<file path="config.mk">
export PLATFORM = sky130hd
export DESIGN_NAME = mem_ctlr
export DESIGN_NICKNAME = d
export VERILOG_FILES = /design/src/rtl/mem_ctlr.sv
export SDC_FILE = /design/constraint.sdc
export NUM_CORES = 1
export LEC_CHECK = 0
export CAP_MARGIN = 20
export CORE_AREA = 2 2 174 176
export DETAILED_ROUTE_END_ITERATION = 7
export DIE_AREA = 0 0 176 178
export GPL_ROUTABILITY_DRIVEN = 0
export SLEW_MARGIN = 10
export SYNTH_ARGS = -nofsm -noshare
export SYNTH_HDL_FRONTEND = slang
export SYNTH_SLANG_ARGS = --single-unit
</file>
<file path="constraint.sdc">
create_clock -name clock -period 12.35 [get_ports clock]
set_input_delay 2.47 -clock clock [delete_from_list [all_inputs] [get_ports clock]]
set_output_delay 2.47 -clock clock [all_outputs]
set_load 0.005 [all_outputs]
</file>
<file path="src/rtl/mem_ctlr.sv">
// mem_ctlr: arbitrates the dcache and icache request ports onto the single
// memory port. It returns the memory's acceptance tag to the granted cache in
// the same cycle. It also tracks which cache owns each outstanding load tag
// and routes returning data back through a one-cycle registered stage.
// Optional feature: define MEM_CTLR_STARVE_GUARD_EN to add an icache
// starvation guard that forces an icache grant after STARVE_LIMIT
// consecutive denials.
module mem_ctlr #(
    parameter int XLEN         = 32,
    parameter int STARVE_LIMIT = 4
) (
    input  logic            clock,
    input  logic            reset,
    input  logic [1:0]      dcache2ctlr_command,
    input  logic [XLEN-1:0] dcache2ctlr_addr,
    input  logic [63:0]     dcache2ctlr_data,
    output logic [3:0]      Ctlr2proc_response,
    output logic [63:0]     Ctlr2proc_data,
    output logic [3:0]      Ctlr2proc_tag,
    input  logic [1:0]      icache2ctlr_command,
    input  logic [XLEN-1:0] icache2ctlr_addr,
    output logic [3:0]      Ctlr2icache_response,
    output logic [63:0]     Ctlr2icache_data,
    output logic [3:0]      Ctlr2icache_tag,
    output logic [1:0]      proc2mem_command,
    output logic [XLEN-1:0] proc2mem_addr,
    output logic [63:0]     proc2mem_data,
    input  logic [3:0]      mem2proc_response,
    input  logic [63:0]     mem2proc_data,
    input  logic [3:0]      mem2proc_tag,
    output logic            tag_error
);
    // Bus encodings; BUS_STORE is 2'h2 and is simply "not a load" here.
    localparam logic [1:0] BUS_NONE = 2'h0;
    localparam logic [1:0] BUS_LOAD = 2'h1;

    // The starvation counter is 3 bits, so the limit must be reachable by it.
    if (STARVE_LIMIT < 1 || STARVE_LIMIT > 7) begin : g_bad_starve_limit
        $error("mem_ctlr: STARVE_LIMIT must be in 1..7");
    end

    logic        d_req, i_load, grant_d, grant_i, force_i;
    logic        acc_load, ret_hit, ret_miss;
    logic [15:0] tag_valid;   // entry 0 is never set: tag 0 means "none"
    logic [15:0] tag_owner;   // 0 = dcache, 1 = icache

`ifdef MEM_CTLR_STARVE_GUARD_EN
    logic [2:0] starve_cnt;

    assign force_i = i_load && (starve_cnt == 3'(STARVE_LIMIT));

    // Count consecutive cycles the icache waits behind the dcache (saturating).
    always_ff @(posedge clock or posedge reset) begin
        if (reset)
            starve_cnt <= '0;
        else if (grant_i || !i_load)
            starve_cnt <= '0;
        else if (starve_cnt != 3'd7)
            starve_cnt <= starve_cnt + 3'd1;
    end
`else
    assign force_i = 1'b0;
`endif

    // Grant selection, memory-port mux and acceptance routing.
    always_comb begin
        d_req    = (dcache2ctlr_command != BUS_NONE);
        i_load   = (icache2ctlr_command == BUS_LOAD);
        grant_d  = d_req && !force_i;
        grant_i  = i_load && !grant_d;

        proc2mem_command = BUS_NONE;
        proc2mem_addr    = '0;
        proc2mem_data    = '0;
        if (grant_d) begin
            proc2mem_command = dcache2ctlr_command;
            proc2mem_addr    = dcache2ctlr_addr;
            proc2mem_data    = dcache2ctlr_data;
        end else if (grant_i) begin
            proc2mem_command = BUS_LOAD;
            proc2mem_addr    = icache2ctlr_addr;
        end

        Ctlr2proc_response   = grant_d ? mem2proc_response : 4'd0;
        Ctlr2icache_response = grant_i ? mem2proc_response : 4'd0;

        acc_load = (mem2proc_response != 4'd0) &&
                   ((grant_d && dcache2ctlr_command == BUS_LOAD) || grant_i);
        ret_hit  = (mem2proc_tag != 4'd0) &&  tag_valid[mem2proc_tag];
        ret_miss = (mem2proc_tag != 4'd0) && !tag_valid[mem2proc_tag];
    end

    // Owner table: clear on return, then set on accept so a same-tag accept wins.
    always_ff @(posedge clock or posedge reset) begin
        if (reset) begin
            tag_valid <= '0;
            tag_owner <= '0;
        end else begin
            if (ret_hit)
                tag_valid[mem2proc_tag] <= 1'b0;
            if (acc_load) begin
                tag_valid[mem2proc_response] <= 1'b1;
                tag_owner[mem2proc_response] <= grant_i;
            end
        end
    end

    // Return registers reload every cycle; data goes to the owner seen before this cycle's accept.
    always_ff @(posedge clock or posedge reset) begin
        if (reset) begin
            Ctlr2proc_tag    <= '0;
            Ctlr2proc_data   <= '0;
            Ctlr2icache_tag  <= '0;
            Ctlr2icache_data <= '0;
            tag_error        <= 1'b0;
        end else begin
            Ctlr2proc_tag    <= '0;
            Ctlr2proc_data   <= '0;
            Ctlr2icache_tag  <= '0;
            Ctlr2icache_data <= '0;
            if (ret_hit) begin
                if (tag_owner[mem2proc_tag]) begin
                    Ctlr2icache_tag  <= mem2proc_tag;
                    Ctlr2icache_data <= mem2proc_data;
                end else begin
                    Ctlr2proc_tag    <= mem2proc_tag;
                    Ctlr2proc_data   <= mem2proc_data;
                end
            end
            if (ret_miss)
                tag_error <= 1'b1;
        end
    end
endmodule

</file>
# After elaboration in Yosys (flattened, before gate mapping)
# Index checks and enable logic that the tools add are counted.
word_totals:
  wordCells: 55
  register_bits: 169
op_classes:
  n_mux: 26
  bitwise: 3
  eq_ne: 2
  reduce_logical: 13
  n_lt_le_gt_ge: 4
ops:
  columns: ["op", "n"]
  rows:
  - ["$mux 64", 5]
  - ["$mux 32", 2]
  - ["$mux 16", 2]
  - ["$mux 4", 6]
  - ["$and 16x16->16", 1]
  - ["$bwmux 16", 1]
  - ["$not 16->16", 1]
  - ["$or 16x16->16", 1]
  - ["$lt 4x5->1 const B", 2]
  - ["$bmux 1 s4", 2]
  - ["$demux 1 s4", 2]
  - ["$ge 4x1->1 const B", 2]
  - ["$reduce_bool 4->1", 2]
  - ["$logic_and 1x1->1", 7]
  - ["$mux 1", 5]
  - ["$eq 2x1->1 const B", 2]
  - ["$logic_not 1->1", 2]
  - ["$mux 2", 1]
  - ["$reduce_bool 2->1", 1]
  - ["$logic_or 1x1->1", 1]

# Depth between registers and ports, before layout
# Gate-level depths: netlist (run 1).
depth:
  depth_word: 9
  ltp_mapped: 8

# Worst setup path before layout (run 1)
# Ideal clock, no wire load.
synth_path:
  path_kind: "input-to-output"
  start: "input port icache2ctlr_command[1]"
  end: "output port proc2mem_addr[10]"
  path_slack_ns: 6.363
  required_time_ns: 9.880
  n_path_buf: 2
  arrival_ns: 3.517
  cell_stages: 5
  path_cell_list: "nand2b_1 clkbuf_1 nor2_1 clkbuf_1 a22o_1"
synth_via:
  elab_chain_cells: 4
synth_lines:
  columns: ["item", "line_no", "text"]
  rows:
  - ["from (decl)", "20", "input logic [1:0] icache2ctlr_command,"]
  - ["$eq 2x1->1", "68", "i_load = (icache2ctlr_command == BUS_LOAD);"]
  - ["$logic_and 1x1->1", "70", "grant_i = i_load && !grant_d;"]
  - ["$mux 32", "79", "end else if (grant_i) begin"]
  - ["$mux 32", "75", "if (grant_d) begin"]
  - ["to (decl)", "26", "output logic [XLEN-1:0] proc2mem_addr,"]
# Every way passes these cells.

# Final worst setup path (run 1)
layout_path:
  start: "input port icache2ctlr_command[1]"
  end: "output port proc2mem_addr[0]"
# Same word-level chain as after synthesis.

==> flow_metrics.env, run 1 <==
export IMPL_grt_start_max_net_pins=93
export IMPL_maxCapViolCount=0
export IMPL_clk_pin_slew_worst_paths_ns=0.07
export IMPL_final_util_pct=45.3
export IMPL_fin_skew_ns=0.0145
export IMPL_start_kind="primary input"
export IMPL_crit_type="primary input to primary output"
export IMPL_holdPathStages=0
export IMPL_endpoint="proc2mem_addr[0]"
export IMPL_die_w_um=176
export IMPL_insertion_delay_ns=0.43
export IMPL_synth_fp_nets=879
export IMPL_finalHoldViolations=0
export IMPL_h_tree_depth=4
export IMPL_fmax_mhz=137
export IMPL_initial_core_util_pct=27.7
export IMPL_ys_seq_area_share_pct=51.9
export IMPL_synth_edff_count=0
export IMPL_drive_gt1_share_pct=15.5
export IMPL_first_global_vias=6968
export IMPL_yosys_top_cells_count="169 x dfrtp_1, 100 x a211oi_2, 72 x nor2b_1"
export IMPL_synth_area_um2=8140
export IMPL_grt_overflow=0
export IMPL_cpMostUsedCell="clkdlybuf4s50_1"
export IMPL_syn_inst=673
export IMPL_cp_depth=6
export IMPL_cts_path_max_buffers=2
export IMPL_tns_ns=0
export IMPL_cts_setup_buffers=0
export IMPL_hold_class="flip-flop to flip-flop"
export IMPL_period_needed_ns=7.30
export IMPL_reg2reg_slack_ns=9.09
export IMPL_p_leak_nw=5.52
export IMPL_cts_root_buf="clkbuf_16"
export IMPL_drc=0
export IMPL_hold_ws_ns=0.386
export IMPL_synth_area_leaders="dfrtp_1 52%, a211oi_2 15%, nor2b_1 5.5%"
export IMPL_setup_viol=0
export IMPL_yosysWarnings=0
export IMPL_firstDrtPassIters=4
export IMPL_die_y_um=178
export IMPL_ys_flop_type="dfrtp_1"
export IMPL_status="finished, final reports clean"
export IMPL_ys_ff_latch=169
export IMPL_rsz0062_at_grt="no"
export IMPL_timing_slew_headroom_pct=25.0
export IMPL_cp_cell_sequence="clkdlybuf4s50_1 > nand2b_1 > nor2_2 > buf_4 > a22o_1 > clkdlybuf4s50_1"
export IMPL_io_buffers=448
export IMPL_cts_repair_resized=0
export IMPL_detailed_place_hpwl_um=27800
export IMPL_crit_path_start="icache2ctlr_command[1]"
export IMPL_cts_hold_buf=0
export IMPL_finalNetCount=1284
export IMPL_viasPerCell=4.74
export IMPL_cts_buffers=17
export IMPL_reg2reg_from="tag_valid[10]"
export IMPL_antenna_left=0
export IMPL_io_pins=449
export IMPL_drv_slew=0
export IMPL_critPathArrivalTime_ns=4.83
export IMPL_critPathRequiredTime_ns=9.88
export IMPL_cts_tree="yes"
export IMPL_fill_cells=2745
export IMPL_reg2reg_depth=5
export IMPL_clock_sinks=169
export IMPL_first_iter_violations=405
export IMPL_routed_via_count=7032
export IMPL_core_area_um2=29400
export IMPL_end_kind="primary output"
export IMPL_r2r_end="Ctlr2proc_data[44]"
export IMPL_powerDensity_nw_per_um2=111
export IMPL_final_period_utilization_pct=59.1
export IMPL_grt_pass1_wl_um=49300
export IMPL_synth_cell_types=48
export IMPL_irDropWorstVdd_v=0.0000973
export IMPL_multi_input_area_um2=3220
export IMPL_grt_antenna_before_repair=6
export IMPL_yosys_area_top_type="dfrtp_1"
export IMPL_synth_top_area_share_pct=51.9
export IMPL_path_buf_inv=3
export IMPL_design_area_um2=13300
export IMPL_syn_area_per_cell_um2=12.1
export IMPL_routedWlPerCell_um=23.8
export IMPL_yosysMostFrequentCell="dfrtp_1"
export IMPL_rows=63
export IMPL_die_area_um2=31300
export IMPL_wl_um=35400
export IMPL_syn_to_final_growth_pct=63.5
export IMPL_worst_path_max_delay_cell="clkdlybuf4s50_1"
export IMPL_worst_path_max_fanout=34
export IMPL_cpLargestDelayFamily="buffers and inverters"
export IMPL_placed_area_um2=12800
export IMPL_async_reset_ff_share_pct=100
export IMPL_regArea_um2=4230
export IMPL_grt_usage_pct=22.1
export IMPL_tightestPinTransition_ns=1.13
export IMPL_critPathMaxStageDelay_ns=0.50
report_power, final:
part           internal (mW)  switching [mW]  total, mW
Sequential             0.590          0.0133      0.604
Combinational          0.191           0.168      0.359
Clock                  0.279           0.233      0.512
Total                   1.06           0.414       1.47
cells by family after synthesis:
family	count (synthesis)	synth area share, %
compound gates	207	25.8
buf+inv	140	8.93
simple gates	131	9.03
mux	26	4.30
flops	169	51.9
flip-flops by register name, summed over array words and instances (netlist names):
name,count
Ctlr2icache_data,64
Ctlr2proc_data,64
tag_owner,16
tag_valid,16
Ctlr2icache_tag,4
Ctlr2proc_tag,4
tag_error,1
through the flow:
step / std cells / power (mW) / worst slack [ns]
floorplan: 673 / 0.773 / 5.30
global placement: 1449 / 0.975 / 5.16
detailed placement: 1449 / 0.977 / 5.07
CTS: 1480 / 1.49 / 5.07
global route: 1480 / 1.54 / 4.91
finish: 1484 / 1.47 / 5.05
placed cells by master, fill, tap and decap left out, drive strengths merged, types with 5 or more instances in the layout:
master         instances
clkdlybuf4s50        448
dfrtp                169
a211oi               135
nor2b                 72
inv                   72
a22o                  32
nand2                 18
clkbuf                18
mux2                  16
o21ai                 14
nor2                  14
nand2b                 8
buf                    8
clkinv                 8
mux2i                  6
o41ai                  5
worst min path at each step:
stage	start	end	slack, ns
floorplan	tag_owner[0]	tag_owner[0]	0.42
global placement	tag_owner[0]	tag_owner[0]	0.37
detailed placement	tag_owner[0]	tag_owner[0]	0.37
CTS	tag_owner[0]	tag_owner[0]	0.39
global route	tag_owner[0]	tag_owner[0]	0.39
finish	tag_owner[0]	tag_owner[0]	0.39
area by class of cell:
| class | count | share of cell area [%] |
|---|---|---|
| clock inverters | 13 | 0.930 |
| inverters | 70 | 2.01 |
| flip-flops and latches | 169 | 31.8 |
| multi-input cells | 364 | 24.2 |
| well taps | 390 | 3.66 |
| clock buffers | 18 | 3.22 |
| diodes | 4 | 0.0752 |
| repair buffers | 456 | 34.1 |
layer usage:
| metal | vias to the layer above | wire, um | track usage, % |
|---|---|---|---|
| met5 | - | 46 | 0 |
| met4 | 6 | 1460 | 9.16 |
| met3 | 52 | 3020 | 7.63 |
| met2 | 351 | 18200 | 39.7 |
| met1 | 3434 | 12700 | 23.8 |
| li1 | 3189 | - | - |
Power figures use the tool's default switching activity.
==> run 2: changes to the inputs <==
--- a/config.mk
+++ b/config.mk
@@ -6,9 +6,9 @@
 export NUM_CORES = 1
 export LEC_CHECK = 0
 export CAP_MARGIN = 20
-export CORE_AREA = 2 2 174 176
+export CORE_AREA = 2 2 175 177
 export DETAILED_ROUTE_END_ITERATION = 7
-export DIE_AREA = 0 0 176 178
+export DIE_AREA = 0 0 177 179
 export GPL_ROUTABILITY_DRIVEN = 0
 export SLEW_MARGIN = 10
 export SYNTH_ARGS = -nofsm -noshare
==> constraint.sdc (replaced) <==
create_clock -name clock -period 6.1 [get_ports clock]
set_input_delay 1.22 -clock clock [delete_from_list [all_inputs] [get_ports clock]]
set_output_delay 1.22 -clock clock [all_outputs]
set_load 0.005 [all_outputs]
==> flow_metrics.env, run 2 (same netlist as run 1, synthesis figures left out) <==
export IMPL_period_needed_ns=4.83
export IMPL_layout_common_cells="448 x clkdlybuf4s50_1, 169 x dfrtp_1, 100 x a211oi_2, 72 x nor2b_1, 68 x inv_1"
export IMPL_finalNetCount=1294
export IMPL_crit_type="primary input to primary output"
export IMPL_maxCapViolCount=0
export IMPL_die_w_um=177
export IMPL_grt_pass1_wl_um=46200
export IMPL_min_delay_start="tag_valid[0]"
export IMPL_reg2reg_slack_ns=3.58
export IMPL_status="finished, final reports clean"
export IMPL_io_pins=449
export IMPL_fill_cells=2827
export IMPL_cts_tree="yes"
export IMPL_grt_start_max_net_pins=79
export IMPL_cpMostUsedCell="clkdlybuf4s50_1"
export IMPL_core_area_um2=30000
export IMPL_die_y_um=179
export IMPL_finalPower_mw=3.07
export IMPL_finalHoldViolations=0
export IMPL_insertion_delay_ns=0.43
export IMPL_cts_hold_buf=0
export IMPL_top_regs="Ctlr2icache_data x64, Ctlr2proc_data x64"
export IMPL_routed_via_count=6901
export IMPL_routedWlPerCell_um=21.7
export IMPL_start_kind="primary input"
export IMPL_hold_ws_ns=0.382
export IMPL_design_area_um2=13500
export IMPL_diodes=0
export IMPL_cp_cell_sequence="clkdlybuf4s50_1 > nand2b_1 > nor2_2 > buf_4 > a22o_1 > clkdlybuf4s50_1"
export IMPL_rsz0062_at_grt="no"
export IMPL_p_leak_nw=5.62
export IMPL_final_period_utilization_pct=79.1
export IMPL_h_tree_depth=4
export IMPL_reg2reg_from="tag_owner[9]"
export IMPL_cts_path_max_buffers=2
export IMPL_timing_slew_headroom_pct=26.3
export IMPL_firstDrtPassIters=7
export IMPL_reg2reg_depth=5
export IMPL_cts_setup_buffers=0
export IMPL_clock_sinks=169
export IMPL_drc=0
export IMPL_cts_root_buf="clkbuf_16"
export IMPL_placed_area_um2=12900
export IMPL_die_area_um2=31700
export IMPL_tightestPinTransition_ns=1.11
export IMPL_hold_class="flip-flop to flip-flop"
export IMPL_r2r_end="Ctlr2icache_data[4]"
export IMPL_fin_skew_ns=0.0117
export IMPL_regArea_um2=4230
export IMPL_rows=64
export IMPL_cts_repair_resized=0
export IMPL_io_buffers=448
export IMPL_min_to="tag_valid[0]"
export IMPL_antenna_left=0
export IMPL_worst_path_max_fanout=18
export IMPL_grt_usage_pct=20.1
export IMPL_drv_slew=0
export IMPL_irDropWorstVdd_v=0.000205
export IMPL_path_buf_inv=3
export IMPL_drive_gt1_share_pct=16.4
export IMPL_grt_antenna_before_repair=3
export IMPL_wl_um=32500
export IMPL_syn_to_final_growth_pct=65.7
export IMPL_cpLargestDelayFamily="buffers and inverters"
export IMPL_clk_pin_slew_worst_paths_ns=0.07
export IMPL_critPathRequiredTime_ns=4.88
export IMPL_critPathArrivalTime_ns=3.61
export IMPL_detailed_place_hpwl_um=26000
export IMPL_viasPerCell=4.61
export IMPL_first_iter_violations=351
export IMPL_holdPathStages=0
export IMPL_tns_ns=0
export IMPL_initial_core_util_pct=27.1
export IMPL_cts_buffers=17
export IMPL_end_kind="primary output"
export IMPL_worst_path_max_delay_cell="nor2_2"
export IMPL_powerDensity_nw_per_um2=228
export IMPL_first_global_vias=6947
export IMPL_final_common_cell="clkdlybuf4s50_1"
export IMPL_critPathMaxStageDelay_ns=0.57
export IMPL_fmax_mhz=207
export IMPL_setup_viol=0
export IMPL_multi_input_area_um2=3220
export IMPL_grt_overflow=0
[run 2: cell types whose count changed in the layout (fill, tap and decap cells not counted), moves of 3 or more]
cell and change:
clkinv_2 -3, buf_12 +3, buf_4 +7, clkinv_8 +4
diode_2 -4, inv_8 +3
[run 2: worst reg2reg max path, stage by stage, from the launching register on]
cell and delay [ns]:
dfrtp_1 0.38, mux4_1 0.49, mux2i_1 0.39, mux2_4 0.62, buf_4 0.40, a211oi_1 0.08
[run 2: layout make-up]
cell class                      count  share of cell area (%)
Clock buffer                       17                    3.15
Clock inverter                     15                    1.47
Inverter                           70                    1.98
Multi-Input combinational cell    364                    23.9
Sequential cell                   169                    31.3
Tap cell                          396                    3.67
Timing Repair Buffer              466                    34.5
[run 2: metrics by stage]
stage               utilization, %  std cells  setup slack (ns)
floorplan                        -        673             0.305
global placement              42.9       1465              1.35
detailed placement            42.9       1465              1.27
CTS                           44.9       1497              1.25
global route                  44.9       1497              1.12
finish                        44.9       1497              1.27
[run 2: layer usage]
layer  routed length, um  up-vias  track usage (%)
li1                    -     3196                -
met1               11600     3337             21.4
met2               17400      323             37.4
met3                2660       43             6.32
met4                 894        2             7.09
met5                  13        -                0
[run 2: worst max path at each step]
stage | startpoint | endpoint | slack, ns | cells after the start
floorplan | reset | Ctlr2icache_data[0] | 0.30 | 1
global placement | icache2ctlr_command[1] | proc2mem_addr[20] | 1.35 | 6
detailed placement | icache2ctlr_command[1] | proc2mem_addr[16] | 1.27 | 6
CTS | icache2ctlr_command[1] | proc2mem_addr[16] | 1.25 | 6
global route | icache2ctlr_command[1] | proc2mem_addr[16] | 1.12 | 6
finish | icache2ctlr_command[1] | proc2mem_addr[16] | 1.27 | 6
[run 2: power by group]
group,leakage [nW],internal [mW],switching (mW)
Combinational,3.03,0.396,0.332
Clock,0.300,0.596,0.529
Sequential,2.28,1.19,0.0266
Total,5.62,2.19,0.887
